File: config.mk
export PLATFORM = sky130hd
export DESIGN_NAME = tinker_exec_unit
export DESIGN_NICKNAME = d
export VERILOG_FILES = /design/src/rtl/tinker_exec_unit.sv
export SDC_FILE = /design/constraint.sdc
export NUM_CORES = 2
export LEC_CHECK = 0
export ABC_CLOCK_PERIOD_IN_PS = 3600
export CAP_MARGIN = 20
export CORE_ASPECT_RATIO = 1.75
export CORE_MARGIN = 3
export CORE_UTILIZATION = 40
export CTS_CLUSTER_DIAMETER = 30
export DETAILED_ROUTE_END_ITERATION = 10
export PLACE_DENSITY = 0.61
export SYNTH_ARGS = -nofsm -noshare
export SYNTH_HDL_FRONTEND = slang
export SYNTH_SLANG_ARGS = --single-unit
File: constraint.sdc
create_clock -name clk -period 3.6 [get_ports clk]
set_input_delay 0.72 -clock clk [delete_from_list [all_inputs] [get_ports clk]]
set_output_delay 0.72 -clock clk [all_outputs]
set_load 0.02 [all_outputs]
File: src/rtl/tinker_exec_unit.sv
// Clocked Tinker integer execution unit: single-cycle simple ops plus
// iterative shift-add multiply and restoring divide behind valid/ready handshakes.
module tinker_exec_unit #(
    parameter int W     = 64,
    parameter int LIT_W = 12,
    parameter int TAG_W = 5
) (
    input  logic             clk,
    input  logic             rst_n,
    input  logic             in_valid,
    output logic             in_ready,
    input  logic [4:0]       in_opcode,
    input  logic [W-1:0]     in_a,
    input  logic [W-1:0]     in_b,
    input  logic [LIT_W-1:0] in_lit,
    input  logic [TAG_W-1:0] in_tag,
    output logic             out_valid,
    input  logic             out_ready,
    output logic [W-1:0]     out_result,
    output logic [TAG_W-1:0] out_tag,
    output logic             out_err
);
    localparam int LOG2W = $clog2(W);
    localparam int CW    = LOG2W + 1;
    localparam logic [CW-1:0] CNT_LAST = CW'(W);

    localparam logic [4:0] OP_ADD   = 5'b11000;
    localparam logic [4:0] OP_SUB   = 5'b11010;
    localparam logic [4:0] OP_MUL   = 5'b11100;
    localparam logic [4:0] OP_DIV   = 5'b11101;
    localparam logic [4:0] OP_AND   = 5'b00000;
    localparam logic [4:0] OP_OR    = 5'b00001;
    localparam logic [4:0] OP_XOR   = 5'b00010;
    localparam logic [4:0] OP_NOT   = 5'b00011;
    localparam logic [4:0] OP_SHR   = 5'b00100;
    localparam logic [4:0] OP_SHL   = 5'b00110;
    localparam logic [4:0] OP_MOV   = 5'b10001;
    localparam logic [4:0] OP_MOVL  = 5'b10010;

    typedef enum logic [1:0] {S_IDLE, S_MUL, S_DIV, S_DONE} state_t;

    state_t          state_q, state_d;
    logic [CW-1:0]   cnt_q;
    logic [W-1:0]    a_q;      // multiplicand (MUL) or dividend/quotient (DIV)
    logic [W-1:0]    b_q;      // multiplier (MUL) or divisor (DIV)
    logic [W-1:0]    acc_q;    // partial product (MUL) or remainder (DIV)
    logic            dz_q;
    logic [W-1:0]    result_q;
    logic [TAG_W-1:0] tag_q;
    logic            err_q;

    logic            accept;
    logic [W-1:0]    simple_res;
    logic            simple_err;
    logic            shamt_ok;
    logic [W:0]      rem_sh;
    logic [W:0]      rem_sub;
    logic            rem_ge;

    assign accept   = in_valid && in_ready;
    // Shift amounts of W or more must yield zero rather than wrap.
    assign shamt_ok = ~|in_b[W-1:LOG2W];

    always_comb begin
        simple_res = '0;
        simple_err = 1'b0;
        case (in_opcode)
            OP_ADD:  simple_res = in_a + in_b;
            OP_SUB:  simple_res = in_a - in_b;
            OP_AND:  simple_res = in_a & in_b;
            OP_OR:   simple_res = in_a | in_b;
            OP_XOR:  simple_res = in_a ^ in_b;
            OP_NOT:  simple_res = ~in_a;
            OP_SHR:  simple_res = shamt_ok ? (in_a >> in_b[LOG2W-1:0]) : '0;
            OP_SHL:  simple_res = shamt_ok ? (in_a << in_b[LOG2W-1:0]) : '0;
            OP_MOV:  simple_res = in_a;
            OP_MOVL: simple_res = {{(W-LIT_W){1'b0}}, in_lit};
            OP_MUL, OP_DIV: simple_res = '0;
            default: simple_err = 1'b1;
        endcase
    end

    // One restoring-division step: shift in next dividend bit, subtract if it fits.
    assign rem_sh  = {acc_q, a_q[W-1]};
    assign rem_ge  = rem_sh >= {1'b0, b_q};
    assign rem_sub = rem_ge ? (rem_sh - {1'b0, b_q}) : rem_sh;

    always_ff @(posedge clk or negedge rst_n) begin
        if (!rst_n) begin
            state_q <= S_IDLE;
        end else begin
            state_q <= state_d;
        end
    end

    always_comb begin
        state_d = state_q;
        case (state_q)
            S_IDLE, S_DONE: begin
                if (accept) begin
                    if (in_opcode == OP_MUL)      state_d = S_MUL;
                    else if (in_opcode == OP_DIV) state_d = S_DIV;
                    else                          state_d = S_DONE;
                end else if (state_q == S_DONE && out_ready) begin
                    state_d = S_IDLE;
                end
            end
            S_MUL, S_DIV: begin
                if (cnt_q == CNT_LAST) state_d = S_DONE;
            end
            default: state_d = S_IDLE;
        endcase
    end

    always_comb begin
        in_ready  = (state_q == S_IDLE) || (state_q == S_DONE && out_ready);
        out_valid = (state_q == S_DONE);
    end

    always_ff @(posedge clk or negedge rst_n) begin
        if (!rst_n) begin
            cnt_q    <= '0;
            a_q      <= '0;
            b_q      <= '0;
            acc_q    <= '0;
            dz_q     <= 1'b0;
            result_q <= '0;
            tag_q    <= '0;
            err_q    <= 1'b0;
        end else if (accept) begin
            tag_q <= in_tag;
            cnt_q <= '0;
            a_q   <= in_a;
            b_q   <= in_b;
            acc_q <= '0;
            dz_q  <= (in_b == '0);
            if (in_opcode != OP_MUL && in_opcode != OP_DIV) begin
                result_q <= simple_res;
                err_q    <= simple_err;
            end
        end else if (state_q == S_MUL) begin
            if (cnt_q != CNT_LAST) begin
                acc_q <= acc_q + (b_q[0] ? a_q : '0);
                a_q   <= a_q << 1;
                b_q   <= b_q >> 1;
                cnt_q <= cnt_q + 1'b1;
            end else begin
                result_q <= acc_q;
                err_q    <= 1'b0;
            end
        end else if (state_q == S_DIV) begin
            if (cnt_q != CNT_LAST) begin
                acc_q <= rem_sub[W-1:0];
                a_q   <= {a_q[W-2:0], rem_ge};
                cnt_q <= cnt_q + 1'b1;
            end else begin
                result_q <= dz_q ? '1 : a_q;
                err_q    <= dz_q;
            end
        end
    end

    assign out_result = result_q;
    assign out_tag    = tag_q;
    assign out_err    = err_q;

endmodule

* Yosys cells after proc, flatten, opt, wreduce, memory -nomap -nowiden *
Cells that the tools add are included.

operators by class
  muxes and demuxes = 42
  reductions and logical operators = 18
  shift-type cells = 2
  equal/unequal tests = 22
  bitwise logic cells = 4
  $add $sub $neg = 5
  order comparisons = 1

operators by type and width
  kind                                                             count
  64-bit two-way mux                                               24
  64-bit one-hot mux with 10 select lines                          1
  64-bit adder                                                     2
  64-bit subtractor                                                2
  65-bit by 64-bit greater-or-equal comparator with 1-bit output   1
  64-bit bitwise AND                                               1
  64-bit logical NOT                                               1
  64-bit inverter                                                  1
  64-bit bitwise OR                                                1
  64-bit by 6-bit << shifter with 64-bit output                    1
  64-bit by 6-bit right shift with 64-bit output                   1
  64-bit bitwise XOR                                               1
  58-bit OR reduction                                              1
  5-bit == test, second input constant                             6
  7-bit two-way mux                                                4
  12-bit OR reduction                                              1
  5-bit by 2-bit == test with 1-bit output, second input constant  2
  5-bit by 3-bit == test with 1-bit output, second input constant  2
  5-bit != test, second input constant                             2
  1-bit two-way mux                                                8
  2-bit two-way mux                                                4
  7-bit by 1-bit adder with 7-bit output, second input constant    1
  7-bit == test, second input constant                             1
  7-bit != test, second input constant                             1
  16 further kinds                                                 24

word-level totals
  register bits after elaboration = 272
  input bits = 154
  output and inout bits = 72

* Longest topological paths before layout *
  depth in word-level cells = 6
  mapped depth = 27
  mapped depth without buffers = 24

* Worst setup path before layout *
No wires, ideal clock.

  path type = input-to-reg
  start = input port in_b[1]
  end = register result_q[61], in the netlist out_result[61]
  slack = -2.397 ns
  buffers on the path = 3
  library setup time = 0.144 ns
  arrival time = 5.854 ns
  data required time = 3.456 ns
  stages on the path = 26
  path through = clkbuf_1 inv_2 buf_1 buf_1 ha_1 and3_1 and2_1 nand2_1 nor2_1 nand3_1 nor2_1 a31oi_1 xnor2_1 ha_1 a21oi_1 o21bai_1 a21o_1 a21o_1 a21o_1 a21o_1 a211o_1 a311o_1 a31oi_1 xnor2_1 a2111oi_0 a311oi_1

between the ends
  cells in the longest elaborated chain, start to end = 5

RTL lines
  item                                                                       RTL line  text
  start, declared                                                            14        input logic [W-1:0] in_b,
  parallel branches: the longest is 2 deep, another holds 64-bit subtractor  n/a
  64-bit one-hot mux with 10 select lines (*)                                67        case (in_opcode)
  64-bit two-way mux (*)                                                     137       if (in_opcode != OP_MUL && in_opcode != OP_DIV) begin
  64-bit two-way mux (*)                                                     130       end else if (accept) begin
  end signal, assigned                                                       138       result_q <= simple_res;
  end signal, assigned                                                       148       result_q <= acc_q;
  end signal, assigned                                                       157       result_q <= dz_q ? '1 : a_q;
  end, declared                                                              48        logic [W-1:0] result_q;

Mark *: on every way between the ends. The select of a mux whose other input is x is not followed.
A chain may end at the register's enable or synchronous reset.

* Final worst setup path *
  start = input port in_b[11]
  end = register result_q[60], in the netlist out_result[60]

between the ends
  cells in the longest elaborated chain, start to end = 5

RTL lines
  item                                                                       RTL line
  parallel branches: the longest is 2 deep, another holds 64-bit subtractor  n/a
  64-bit one-hot mux with 10 select lines (*)                                67
  64-bit two-way mux (*)                                                     137
  64-bit two-way mux (*)                                                     130

Marks and branches as above.

==> qor.log <==
INFO  status         outcome=finished, violations left
INFO  status         failed_checks=setup timing
INFO  synth          synth_warnings=0
INFO  floorplanning  row_count=149
INFO  synth          post-synth-top-count-cell=nor2_1
INFO  timing         max-slew-margin-rel=5.52%
INFO  synth          ys_seq_area_share=17.7%
INFO  cts            tritoncts_clock_tree=built
INFO  grt            grt_start_max_net_pins=141
INFO  pwr            power_density=707mW/mm²
INFO  synth          netlist_area=0.0384mm²
INFO  routing        routed-via-count=49100
INFO  floorplanning  die_w=240µm
INFO  timing         period_utilisation_layout=139%
INFO  synth          synthArstFlopShare=100%
INFO  synth          synthDominantAreaCellType=dfrtp_1
INFO  grt            grt_pass1_wl=320000µm
INFO  job            cap_violations=0
INFO  grt            first_global_vias=48300
INFO  critical_path  worst-path-buf-inv=7
INFO  critical_path  critPathKind=primary input to register
INFO  placement      detailedPlace.worstSlack=-2.45ns
INFO  final_layout   seqCellArea=0.00682mm²
INFO  routing        routedLengthMet1=80900µm
INFO  synth          synth.net_count=5735
INFO  critical_path  crit_path_start=in_b[11]
INFO  cts            ctsRootBufferMaster=clkbuf_16
INFO  timing         skew=0.0301ns
INFO  final_layout   finish.utilization=63.1%
INFO  synth          synth.area.top_cells=dfrtp_1, ha_1, a21oi_1
INFO  final_layout   multi_input_area=0.0327mm²
INFO  critical_path  path_depth=29
INFO  synth          leading_post_synthesis_cells_by_instance_count=nor2_1, nand2_1, a21oi_1
INFO  timing         report.final.setup_viol=117
INFO  critical_path  worstPathRequired=4.11ns
INFO  critical_path  cp-endpoint=out_result[60]
INFO  critical_path  worst-r2r-cell-count=17
INFO  cts            clkLatencyLatePin=0.59ns
INFO  final_layout   drive_above_1_share=35.5%
INFO  pwr            p_total=42.2mW
INFO  synth          ys_seq_elements=272
INFO  final_layout   fin_nets=7181
INFO  floorplanning  ioPinCount=226
INFO  critical_path  crit_path_max_incr_delay=0.54ns
INFO  placement      io_buffer_count=225
INFO  critical_path  timing.critical_path.from_type=primary input
INFO  critical_path  worst_path_dominant_cell_family=simple AND/OR/NAND/NOR gates
INFO  timing         tightestPinTransition=1.42ns
INFO  routing        drc=0
INFO  synth          ys_dominant_reg_cell=dfrtp_1
INFO  timing         finalMaxSlewViolations=0
INFO  routing        route.detailed.wl_per_inst=28.8µm
INFO  timing         post-route-min-period=5.01ns
INFO  routing        drt_first_pass_iters=7
INFO  pwr            leakage=27.3nW
INFO  grt            global_route.usage.total=43.6%
INFO  routing        met2_length=105000µm
INFO  timing         achievable-frequency=200MHz
INFO  final_layout   fillCellCount=8418
INFO  timing         final_hold_viol_count=0
INFO  critical_path  worst-r2r-setup-slack=-0.49ns
INFO  timing         worst_slack=-1.41ns
INFO  final_layout   layout-area-overhead-vs-synth=55.6%
INFO  synth          syn-instance-count=5251
INFO  critical_path  worst_path_max_delay_cell=or4_4
INFO  pwr            vdd.ir_drop.worst=735µV
INFO  critical_path  timing.critical_path.fanout_max=4
INFO  critical_path  r2r-start=b_q[0]
INFO  cts            clk_path_buf_depth=3
INFO  timing         rsz_0062_raised_after_global_routing=yes
INFO  routing        detailedRoute.firstIterationViolations=4457
INFO  routing        wl_met3=15000µm
INFO  routing        routed_wire_length=229000µm
INFO  min_path       worst_hold_path_type=primary input to asynchronous set/reset pin
INFO  grt            antenna_found_initial=10
INFO  routing        routed.top_layer=met5
INFO  cts            cts_inserted_buffers=43
INFO  routing        count_of_nets_left_with_antenna_violations_after_detail_routing=0
INFO  synth          synth_enable_flop_cells=0
INFO  cts            cts_clk_pin_slew_worst_paths=0.06ns
INFO  cts            cts_sink_count=272
INFO  routing        vias_per_cell=6.19
INFO  timing         sum_of_negative_setup_slack=-59.33ns
INFO  critical_path  r2r-end=acc_q[62]
INFO  floorplanning  start_util=40.5%
INFO  floorplanning  placeableCoreArea=0.0947mm²
INFO  critical_path  worstPathArrival=5.52ns
INFO  floorplanning  dieHeight=416µm
INFO  cts            cts_hold_repair.buffers=0
INFO  synth          synth.top_cell.area_share=17.7%
INFO  critical_path  cp-end-kind=register
INFO  synth          number_of_distinct_library_cell_variants_in_the_gate_level_netlist_after_synthesis=90
INFO  cts            ctsHtreeMaxLevel=2
INFO  floorplanning  floorplan.die_area=0.0998mm²
INFO  placement      hpwl_dp=176000µm
INFO  placement      globalplace.congestion=1.07
INFO  synth          average_cell_area_after_synthesis=7.31µm²
INFO  grt            globalRouteOverflowTotal=0
## what timing repair did
action,4_1_cts,5_1_grt
setup endpoints to repair,129,129
pin swaps,313,247
gates resized for setup,610,286
cloned,14,7
buffers inserted,107,65
## worst reg2reg max path, delay by kind of cell, from the launching register on
family,cells,cell delay (ns)
AO/OA/AOI/OAI,11,2.57
buffers and inverters,3,0.50
flip-flops,1,0.43
adder cells (fa/ha/maj),1,0.23
AND/OR/NAND/NOR,2,0.21
## cells in the final DEF (no fill, tap or decap), drive strengths merged, types with 28 or more instances in the layout
cell / synthesis / final
a22oi: 85 / 85
o22ai: 30 / 30
nand4: 48 / 48
xnor2: 161 / 161
and3: 28 / 28
a31oi: 56 / 56
nand3: 64 / 64
mux4: 77 / 77
o211ai: 34 / 34
xor2: 79 / 79
inv: 267 / 278
ha: 327 / 327
o21bai: 48 / 48
nor2: 641 / 641
o221ai: 70 / 70
clkdlybuf4s50: 0 / 201
a21o: 128 / 128
a221oi: 82 / 82
nand2: 536 / 536
nor3: 58 / 58
o21a: 33 / 33
a21oi: 528 / 528
mux2i: 175 / 175
nand2b: 52 / 52
o311ai: 31 / 31
dfrtp: 272 / 272
and2: 80 / 80
a211oi: 170 / 170
clkbuf: 361 / 58
o21ai: 370 / 370
buf: 78 / 1620
## worst min-delay path by stage
stage / to / slack, ns / cells past startpoint
2_1_floorplan: a_q[0] / 0.42 / 0
3_3_place_gp: out_tag[3] / 0.46 / 2
3_5_place_dp: out_tag[1] / 0.47 / 2
4_1_cts: cnt_q[0] / 0.16 / 1
5_1_grt: cnt_q[0] / 0.20 / 1
6_report: cnt_q[0] / 0.15 / 1
## per-stage QoR
stage | cell area, µm² | std cells | hold slack (ns)
after global placement | 52900 | 7701 | 0.458
after detailed placement | 52900 | 7701 | 0.466
after floorplan | 39300 | 5251 | 0.424
final | 59700 | 7943 | 0.153
after global routing | 59700 | 7939 | 0.196
after CTS | 57800 | 7888 | 0.157
## layer usage
metal / vias up / global-route usage (%)
met2: 2342 / 71.4
met5: - / 0
met1: 23800 / 48.2
met3: 876 / 6.46
met4: 10 / 40.1
li1: 22100 / -
## layout make-up
cell class	instances	share of cell area (%)
diodes	4	0.0168
well taps	1208	2.53
clock inverters	29	0.589
clock buffers	50	1.95
multi-input cells	4272	54.8
flip-flops and latches	272	11.4
inverters	268	1.78
repair buffers	1840	26.9
## report_power, final
group          internal [mW]  switching (mW)  leakage, nW  total (mW)
clock                   2.62            1.82        0.732        4.44
sequential              4.55            1.31         3.24        5.86
combinational           14.5            17.4         23.4        31.9
total                   21.6            20.6         27.3        42.2
## cells by family (layout without fill, tap and decap cells)
| kind of cell | after synthesis | count (layout) | share of synthesized area (%) |
|---|---|---|---|
| xor gates and xnor gates | 240 | 240 | 5.48 |
| DFF | 272 | 272 | 17.7 |
| and+or+nand+nor | 1587 | 1587 | 17.9 |
| buffers and inverters | 707 | 2187 | 7.02 |
| adders and majority gates | 330 | 330 | 10.8 |
| muxes | 258 | 258 | 9.26 |
| AOI/OAI and AO/OA | 1857 | 1857 | 31.7 |
| other | 0 | 4 | 0 |
## flip-flops by register name, indices dropped and copies added (netlist names)
register and count:
out_result 64, b_q 64, state_q 2, a_q 64, cnt_q 7, out_tag 5, dz_q 1, acc_q 64
out_err 1
No activity file was read; power rests on OpenSTA's default activity.
